### src/rtl/multicycle_control_fsm_if.sv
`default_nettype none
// ============================================================================
// Module   : multicycle_control_fsm_if
// Brief    : Control/status bundle between the multicycle sequencer and the
//            datapath. The illegalInstr signal exists only with ILLEGAL_TRAP_EN.
// Revision : 1.0 - initial release
// ============================================================================
interface multicycle_control_fsm_if #(
    parameter int CNT_W = 32
);
    logic [6:0]       opcode;
    logic             zero;
    logic             memReady;
    logic             pcWrite;
    logic             adrSrc;
    logic             memWrite;
    logic             irWrite;
    logic [1:0]       resultSrc;
    logic [1:0]       aluSrcA;
    logic [1:0]       aluSrcB;
    logic [1:0]       aluOp;
    logic [1:0]       immSrc;
    logic             regWrite;
    logic [3:0]       state;
    logic [CNT_W-1:0] instrRetired;
`ifdef ILLEGAL_TRAP_EN
    logic             illegalInstr;

    modport master (
        input  opcode, zero, memReady,
        output pcWrite, adrSrc, memWrite, irWrite, resultSrc, aluSrcA, aluSrcB,
               aluOp, immSrc, regWrite, state, instrRetired, illegalInstr
    );
    modport slave (
        output opcode, zero, memReady,
        input  pcWrite, adrSrc, memWrite, irWrite, resultSrc, aluSrcA, aluSrcB,
               aluOp, immSrc, regWrite, state, instrRetired, illegalInstr
    );
`else
    modport master (
        input  opcode, zero, memReady,
        output pcWrite, adrSrc, memWrite, irWrite, resultSrc, aluSrcA, aluSrcB,
               aluOp, immSrc, regWrite, state, instrRetired
    );
    modport slave (
        output opcode, zero, memReady,
        input  pcWrite, adrSrc, memWrite, irWrite, resultSrc, aluSrcA, aluSrcB,
               aluOp, immSrc, regWrite, state, instrRetired
    );
`endif
endinterface
`default_nettype wire

### src/rtl/multicycle_control_fsm.sv
`default_nettype none
// ============================================================================
// Module   : multicycle_control_fsm
// Brief    : Main sequencer of the multicycle RV32I subset core (lw, sw, beq,
//            jal, I/R ALU) with memory-ready stalls and a retired counter.
//            Optional macro ILLEGAL_TRAP_EN: unknown opcodes lock into TRAP.
// Revision : 1.0 - initial release
// ============================================================================
module multicycle_control_fsm #(
    parameter int CNT_W         = 32,
    parameter int RESET_PC_WAIT = 0
) (
    input  wire logic                clk,
    input  wire logic                reset_n,
    multicycle_control_fsm_if.master bus
);
    typedef enum logic [3:0] {
        S_FETCH    = 4'd0,
        S_DECODE   = 4'd1,
        S_MEMADR   = 4'd2,
        S_MEMREAD  = 4'd3,
        S_MEMWB    = 4'd4,
        S_MEMWRITE = 4'd5,
        S_EXECUTER = 4'd6,
        S_EXECUTEI = 4'd7,
        S_ALUWB    = 4'd8,
        S_BEQ      = 4'd9,
        S_JAL      = 4'd10,
        S_TRAP     = 4'd11
    } state_t;

    localparam logic [6:0] c_op_lw  = 7'b0000011;
    localparam logic [6:0] c_op_sw  = 7'b0100011;
    localparam logic [6:0] c_op_r   = 7'b0110011;
    localparam logic [6:0] c_op_i   = 7'b0010011;
    localparam logic [6:0] c_op_beq = 7'b1100011;
    localparam logic [6:0] c_op_jal = 7'b1101111;

    state_t           r_state;
    state_t           w_next;
    logic [3:0]       r_idle;
    logic [CNT_W-1:0] r_retired;

    logic       w_pcupdate;
    logic       w_branch;
    logic       w_irwrite;
    logic       w_memwrite;
    logic       w_regwrite;
    logic       w_adrsrc;
    logic       w_retire;
    logic [1:0] w_resultsrc;
    logic [1:0] w_alusrca;
    logic [1:0] w_alusrcb;
    logic [1:0] w_aluop;

    always_ff @(posedge clk or negedge reset_n) begin
        if (!reset_n) begin
            r_state   <= S_FETCH;
            r_idle    <= 4'(RESET_PC_WAIT);
            r_retired <= '0;
        end else begin
            r_state <= w_next;
            if (r_state == S_FETCH && r_idle != 4'd0) begin
                r_idle <= r_idle - 4'd1;
            end
            if (w_retire) begin
                r_retired <= r_retired + 1'b1;
            end
        end
    end

    always_comb begin
        w_next      = S_FETCH;
        w_pcupdate  = 1'b0;
        w_branch    = 1'b0;
        w_irwrite   = 1'b0;
        w_memwrite  = 1'b0;
        w_regwrite  = 1'b0;
        w_adrsrc    = 1'b0;
        w_retire    = 1'b0;
        w_resultsrc = 2'b00;
        w_alusrca   = 2'b00;
        w_alusrcb   = 2'b00;
        w_aluop     = 2'b00;
        case (r_state)
            S_FETCH: begin
                w_alusrcb   = 2'b10;
                w_resultsrc = 2'b10;
                // The post-reset idle window holds FETCH with no strobes.
                if (r_idle != 4'd0) begin
                    w_next = S_FETCH;
                end else begin
                    w_irwrite  = bus.memReady;
                    w_pcupdate = bus.memReady;
                    w_next     = bus.memReady ? S_DECODE : S_FETCH;
                end
            end
            S_DECODE: begin
                w_alusrca = 2'b01;
                w_alusrcb = 2'b01;
                case (bus.opcode)
                    c_op_lw, c_op_sw: w_next = S_MEMADR;
                    c_op_r:           w_next = S_EXECUTER;
                    c_op_i:           w_next = S_EXECUTEI;
                    c_op_beq:         w_next = S_BEQ;
                    c_op_jal:         w_next = S_JAL;
`ifdef ILLEGAL_TRAP_EN
                    default:          w_next = S_TRAP;
`else
                    default:          w_next = S_FETCH;
`endif
                endcase
            end
            S_MEMADR: begin
                w_alusrca = 2'b10;
                w_alusrcb = 2'b01;
                w_next    = (bus.opcode == c_op_sw) ? S_MEMWRITE : S_MEMREAD;
            end
            S_MEMREAD: begin
                w_adrsrc = 1'b1;
                w_next   = bus.memReady ? S_MEMWB : S_MEMREAD;
            end
            S_MEMWB: begin
                w_resultsrc = 2'b01;
                w_regwrite  = 1'b1;
                w_retire    = 1'b1;
            end
            S_MEMWRITE: begin
                w_adrsrc   = 1'b1;
                w_memwrite = 1'b1;
                w_retire   = bus.memReady;
                w_next     = bus.memReady ? S_FETCH : S_MEMWRITE;
            end
            S_EXECUTER: begin
                w_alusrca = 2'b10;
                w_aluop   = 2'b10;
                w_next    = S_ALUWB;
            end
            S_EXECUTEI: begin
                w_alusrca = 2'b10;
                w_alusrcb = 2'b01;
                w_aluop   = 2'b10;
                w_next    = S_ALUWB;
            end
            S_ALUWB: begin
                w_regwrite = 1'b1;
                w_retire   = 1'b1;
            end
            S_BEQ: begin
                w_alusrca = 2'b10;
                w_aluop   = 2'b01;
                w_branch  = 1'b1;
                w_retire  = 1'b1;
            end
            S_JAL: begin
                w_alusrca  = 2'b01;
                w_alusrcb  = 2'b10;
                w_pcupdate = 1'b1;
                w_next     = S_ALUWB;
            end
`ifdef ILLEGAL_TRAP_EN
            S_TRAP: begin
                w_next = S_TRAP;
            end
`endif
            default: begin
                w_next = S_FETCH;
            end
        endcase
    end

    // Strobes are gated by reset_n so an abort drops them without waiting for a clock.
    assign bus.pcWrite   = reset_n & (w_pcupdate | (w_branch & bus.zero));
    assign bus.irWrite   = reset_n & w_irwrite;
    assign bus.memWrite  = reset_n & w_memwrite;
    assign bus.regWrite  = reset_n & w_regwrite;
    assign bus.adrSrc    = w_adrsrc;
    assign bus.resultSrc = w_resultsrc;
    assign bus.aluSrcA   = w_alusrca;
    assign bus.aluSrcB   = w_alusrcb;
    assign bus.aluOp     = w_aluop;
    assign bus.state     = r_state;
    assign bus.instrRetired = r_retired;
`ifdef ILLEGAL_TRAP_EN
    assign bus.illegalInstr = (r_state == S_TRAP);
`endif

    always_comb begin
        case (bus.opcode)
            c_op_sw:  bus.immSrc = 2'b01;
            c_op_beq: bus.immSrc = 2'b10;
            c_op_jal: bus.immSrc = 2'b11;
            default:  bus.immSrc = 2'b00;
        endcase
    end
endmodule
`default_nettype wire

### src/flat_wrapper.sv
// flat-port wrapper written by rule: the top's interface ports become plain ports
module multicycle_control_fsm_flat 
#(
    parameter int CNT_W         = 32,
    parameter int RESET_PC_WAIT = 0
)
  (clk, reset_n, bus_opcode, bus_zero, bus_memReady, bus_pcWrite, bus_adrSrc, bus_memWrite, bus_irWrite, bus_resultSrc, bus_aluSrcA, bus_aluSrcB, bus_aluOp, bus_immSrc, bus_regWrite, bus_state, bus_instrRetired);
  multicycle_control_fsm_if #(.CNT_W(CNT_W)) bus_i ();
  input  wire logic clk;
  input  wire logic reset_n;
  input wire logic [$bits(bus_i.opcode)-1:0] bus_opcode;
  input wire logic [$bits(bus_i.zero)-1:0] bus_zero;
  input wire logic [$bits(bus_i.memReady)-1:0] bus_memReady;
  output wire logic [$bits(bus_i.pcWrite)-1:0] bus_pcWrite;
  output wire logic [$bits(bus_i.adrSrc)-1:0] bus_adrSrc;
  output wire logic [$bits(bus_i.memWrite)-1:0] bus_memWrite;
  output wire logic [$bits(bus_i.irWrite)-1:0] bus_irWrite;
  output wire logic [$bits(bus_i.resultSrc)-1:0] bus_resultSrc;
  output wire logic [$bits(bus_i.aluSrcA)-1:0] bus_aluSrcA;
  output wire logic [$bits(bus_i.aluSrcB)-1:0] bus_aluSrcB;
  output wire logic [$bits(bus_i.aluOp)-1:0] bus_aluOp;
  output wire logic [$bits(bus_i.immSrc)-1:0] bus_immSrc;
  output wire logic [$bits(bus_i.regWrite)-1:0] bus_regWrite;
  output wire logic [$bits(bus_i.state)-1:0] bus_state;
  output wire logic [$bits(bus_i.instrRetired)-1:0] bus_instrRetired;
  assign bus_i.opcode = bus_opcode;
  assign bus_i.zero = bus_zero;
  assign bus_i.memReady = bus_memReady;
  assign bus_pcWrite = bus_i.pcWrite;
  assign bus_adrSrc = bus_i.adrSrc;
  assign bus_memWrite = bus_i.memWrite;
  assign bus_irWrite = bus_i.irWrite;
  assign bus_resultSrc = bus_i.resultSrc;
  assign bus_aluSrcA = bus_i.aluSrcA;
  assign bus_aluSrcB = bus_i.aluSrcB;
  assign bus_aluOp = bus_i.aluOp;
  assign bus_immSrc = bus_i.immSrc;
  assign bus_regWrite = bus_i.regWrite;
  assign bus_state = bus_i.state;
  assign bus_instrRetired = bus_i.instrRetired;
  multicycle_control_fsm #(.CNT_W(CNT_W), .RESET_PC_WAIT(RESET_PC_WAIT)) u_core (.clk(clk), .reset_n(reset_n), .bus(bus_i));
endmodule
### config.mk
export PLATFORM = sky130hd
export DESIGN_NAME = multicycle_control_fsm_flat
export DESIGN_NICKNAME = d
export VERILOG_FILES = /design/src/rtl/multicycle_control_fsm_if.sv /design/src/rtl/multicycle_control_fsm.sv /design/src/flat_wrapper.sv
export SDC_FILE = /design/constraint.sdc
export NUM_CORES = 1
export LEC_CHECK = 0
export CAP_MARGIN = 10
export CELL_PAD_IN_SITES_DETAIL_PLACEMENT = 0
export CELL_PAD_IN_SITES_GLOBAL_PLACEMENT = 1
export CORE_MARGIN = 1
export CORE_UTILIZATION = 35
export DETAILED_ROUTE_END_ITERATION = 12
export MAX_ROUTING_LAYER = met4
export PLACE_DENSITY_LB_ADDON = 0.1
export SYNTH_ARGS = -nofsm -noshare
export SYNTH_HDL_FRONTEND = slang
export SYNTH_SLANG_ARGS = --single-unit
### constraint.sdc
create_clock -name clk -period 6.2 [get_ports clk]
set_input_delay 0.93 -clock clk [delete_from_list [all_inputs] [get_ports clk]]
set_output_delay 0.93 -clock clk [all_outputs]
set_load 0.05 [all_outputs]
==> flow_metrics.env <==
export IMPL_post_place_ws_ps=2390
export IMPL_fmax_mhz=263
export IMPL_cts_max_level=2
export IMPL_grtUsageTotal=0.159
export IMPL_finalCritPeriodShare=0.614
export IMPL_rsz0062_at_grt="no"
export IMPL_fin_nets=303
export IMPL_drv_cap=0
export IMPL_gp_congestion=0.732
export IMPL_synth_compound_area_frac=0.0632
export IMPL_wl_per_cell_um=12.7
export IMPL_synth_warnings=0
export IMPL_design_area_mm2=0.00293
export IMPL_synth_top_family_by_area="simple AND/OR/NAND/NOR gates"
export IMPL_core_rowCount=28
export IMPL_die_w_um=80.1
export IMPL_clock_sinks=40
export IMPL_grt_overflow=0
export IMPL_crit_path_frequent_cell="clkdlybuf4s50_1"
export IMPL_power_static_leakage_uw=0.00124
export IMPL_crit_path_max_fanout=4
export IMPL_synthAdderAreaFrac=0.0176
export IMPL_drive_above_1_share=0.0448
export IMPL_worst_pin_slew_ps=668
export IMPL_dr_pass1_iters=6
export IMPL_fillers=592
export IMPL_synth_largest_area_cell="dfrtp_1"
export IMPL_ys_seq_area_frac=0.468
export IMPL_slew_headroom=0.554
export IMPL_io_buffers=61
export IMPL_grt_pass1_wl_um=7680
export IMPL_synth_distinct_cells=38
export IMPL_tns_ps=0
export IMPL_cpPeakStageDelay_ps=830
export IMPL_start_util=0.361
export IMPL_synth_edf_count=0
export IMPL_cpMaxStageDelayCell="clkdlybuf4s50_1"
export IMPL_ys_ff_latch=40
export IMPL_final_setup_worst_slack_ps=2400
export IMPL_cp_arrival_ps=2870
export IMPL_postCtsSetupBuffers=0
export IMPL_fin_crit_ps=3800
export IMPL_dpl_hpwl_um=3330
export IMPL_avgSynthCellArea_um2=9.46
export IMPL_synth_top_area_share=0.468
export IMPL_synth_area_top_cells="dfrtp_1 47%, xnor2_1 7.4%, xor2_1 7.4%"
export IMPL_ios=62
export IMPL_place_area_mm2=0.00282
export IMPL_postRouteAntennaNets=0
export IMPL_drt_total_wl_um=4640
export IMPL_worstSetupPathType="input port to output port"
export IMPL_required_ps=5270
export IMPL_utilization=0.495
export IMPL_drc=0
export IMPL_hold_viol_final=0
export IMPL_synth_xor_area_frac=0.155
export IMPL_pwr_density_cell_mw_per_mm2=281
export IMPL_power_uw=824
export IMPL_final_common_cell="clkdlybuf4s50_1"
export IMPL_cts_root_buffer="clkbuf_8"
export IMPL_grt_max_degree=42
export IMPL_cts_resized=0
export IMPL_synthSimpleGateAreaFrac=0.256
export IMPL_skew_ps=6.83
export IMPL_area_growth_pct=37.1
export IMPL_grt_pass1_vias=1633
export IMPL_final_cell_mix="60 x clkdlybuf4s50_1, 40 x dfrtp_1, 20 x nand2_1, 20 x nor2_1"
export IMPL_cts_hold_buf=0
export IMPL_drtIter0Drc=47
export IMPL_report_final_setup_viol=0
export IMPL_async_flop_share=1.00
export IMPL_cts_tree="built"
export IMPL_n_antenna_cell=0
export IMPL_critPathLaunchType="input port"
export IMPL_outcome="finished clean"
export IMPL_ir_worst_vdd_mv=0.265
export IMPL_critPathCaptureType="output port"
export IMPL_antenna_found_initial=0
export IMPL_mappedNetlistArea_mm2=0.00214
export IMPL_cts_buffers=5
export IMPL_muxShareOfSynthArea=0.00995
export IMPL_die_area_mm2=0.00642
export IMPL_num_vias=1825
export IMPL_finalMaxSlewViolations=0
export IMPL_vias_per_cell=5.00
export IMPL_die_y_um=80.1
export IMPL_synth_fp_nets=240
export IMPL_cp_cell_sequence="clkdlybuf4s50_1, nor2b_1, nand3_1, nor2_1, clkdlybuf4s50_1"
export IMPL_clock_latency_ps=290
export IMPL_core_mm2=0.00592
export IMPL_hp_class="flop to flop"
export IMPL_synth_ff_type="dfrtp_1"
export IMPL_clk_path_buf_depth=2
export IMPL_netlist_instances=226
export IMPL_clkTransAtPathRegs_ps=70
-- metrics by stage --
stage,hold WS (ps),std cells
after CTS,477,365
after detailed placement,462,357
after global routing,498,365
final,480,365
after floorplan,446,226
after global placement,455,357
-- layout make-up --
type / count / area (um2) / area share
clock buffers: 6 / 72.6 / 0.0248
clock inverters: 2 / 35.0 / 0.0120
inverters: 11 / 41.3 / 0.0141
multi-input cells: 169 / 1070 / 0.366
flip-flops and latches: 40 / 1000 / 0.342
well taps: 75 / 93.8 / 0.0320
repair buffers: 62 / 613 / 0.209
-- registers in the layout, indices dropped and copies added, names as in the netlist --
name                     count
u_core.r_idle                4
u_core.bus.state             4
u_core.bus.instrRetired     32
-- synthesized netlist by cell type, types with 2 or more instances --
cell / n
nor3_1: 18
ha_1: 3
or4_1: 2
inv_1: 11
a22oi_1: 2
nor2b_1: 4
and2_1: 3
and3_1: 4
xor2_1: 18
o21ai_0: 4
a31oi_1: 2
clkbuf_1: 5
dfrtp_1: 40
nand4_1: 8
or3_1: 3
o21a_1: 2
nand2_1: 20
xnor2_1: 18
nand3_1: 11
nor2_1: 20
nor4_1: 5
nand2b_1: 3
a21oi_1: 5
-- where the power goes --
part | switching (uW) | internal [uW] | total, uW
registers | 39.0 | 276 | 315
logic | 196 | 107 | 303
clock network | 87.0 | 119 | 206
total | 322 | 502 | 824
-- cell families (layout without fill, tap and decap cells) --
family / after synthesis / count (layout)
AO/OA/AOI/OAI: 21 / 21
buffers and inverters: 17 / 81
XOR/XNOR: 37 / 37
AND/OR/NAND/NOR: 106 / 106
flip-flops: 40 / 40
adder cells (fa/ha/maj): 3 / 3
multiplexers: 2 / 2
-- final timing paths --
path / from / to / slack (ps) / cells after the start
worst max-delay path: bus_opcode[5] / bus_immSrc[1] / 2400 / 5
worst min-delay path: u_core.bus.instrRetired[31]$_DFFE_PN0P_ / u_core.bus.instrRetired[31]$_DFFE_PN0P_ / 480 / 1
worst max register to register: u_core.bus.state[2]$_DFF_PN0_ / u_core.bus.instrRetired[16]$_DFFE_PN0P_ / 3560 / 5
worst min register to register: u_core.bus.instrRetired[31]$_DFFE_PN0P_ / u_core.bus.instrRetired[31]$_DFFE_PN0P_ / 480 / 1
max in group asynchronous: reset_n / u_core.bus.instrRetired[18]$_DFFE_PN0P_ / 5140 / 2
min in group asynchronous: reset_n / u_core.bus.instrRetired[9]$_DFFE_PN0P_ / 700 / 2
-- critical path: cells and delay by family --
| kind | cells | cell delay (ps) |
|---|---|---|
| buffers and inverters | 2 | 1310 |
| AND/OR/NAND/NOR | 3 | 640 |
-- routing by layer --
| metal | track usage | wire [um] | up-vias |
|---|---|---|---|
| met2 | 0.250 | 2120 | 51 |
| met1 | 0.203 | 2240 | 862 |
| li1 | - | - | 906 |
| met3 | 0.0352 | 219 | 6 |
| met4 | 0.0536 | 66 | 0 |
| met5 | - | 0 | - |
Power figures use the tool's default switching activity.
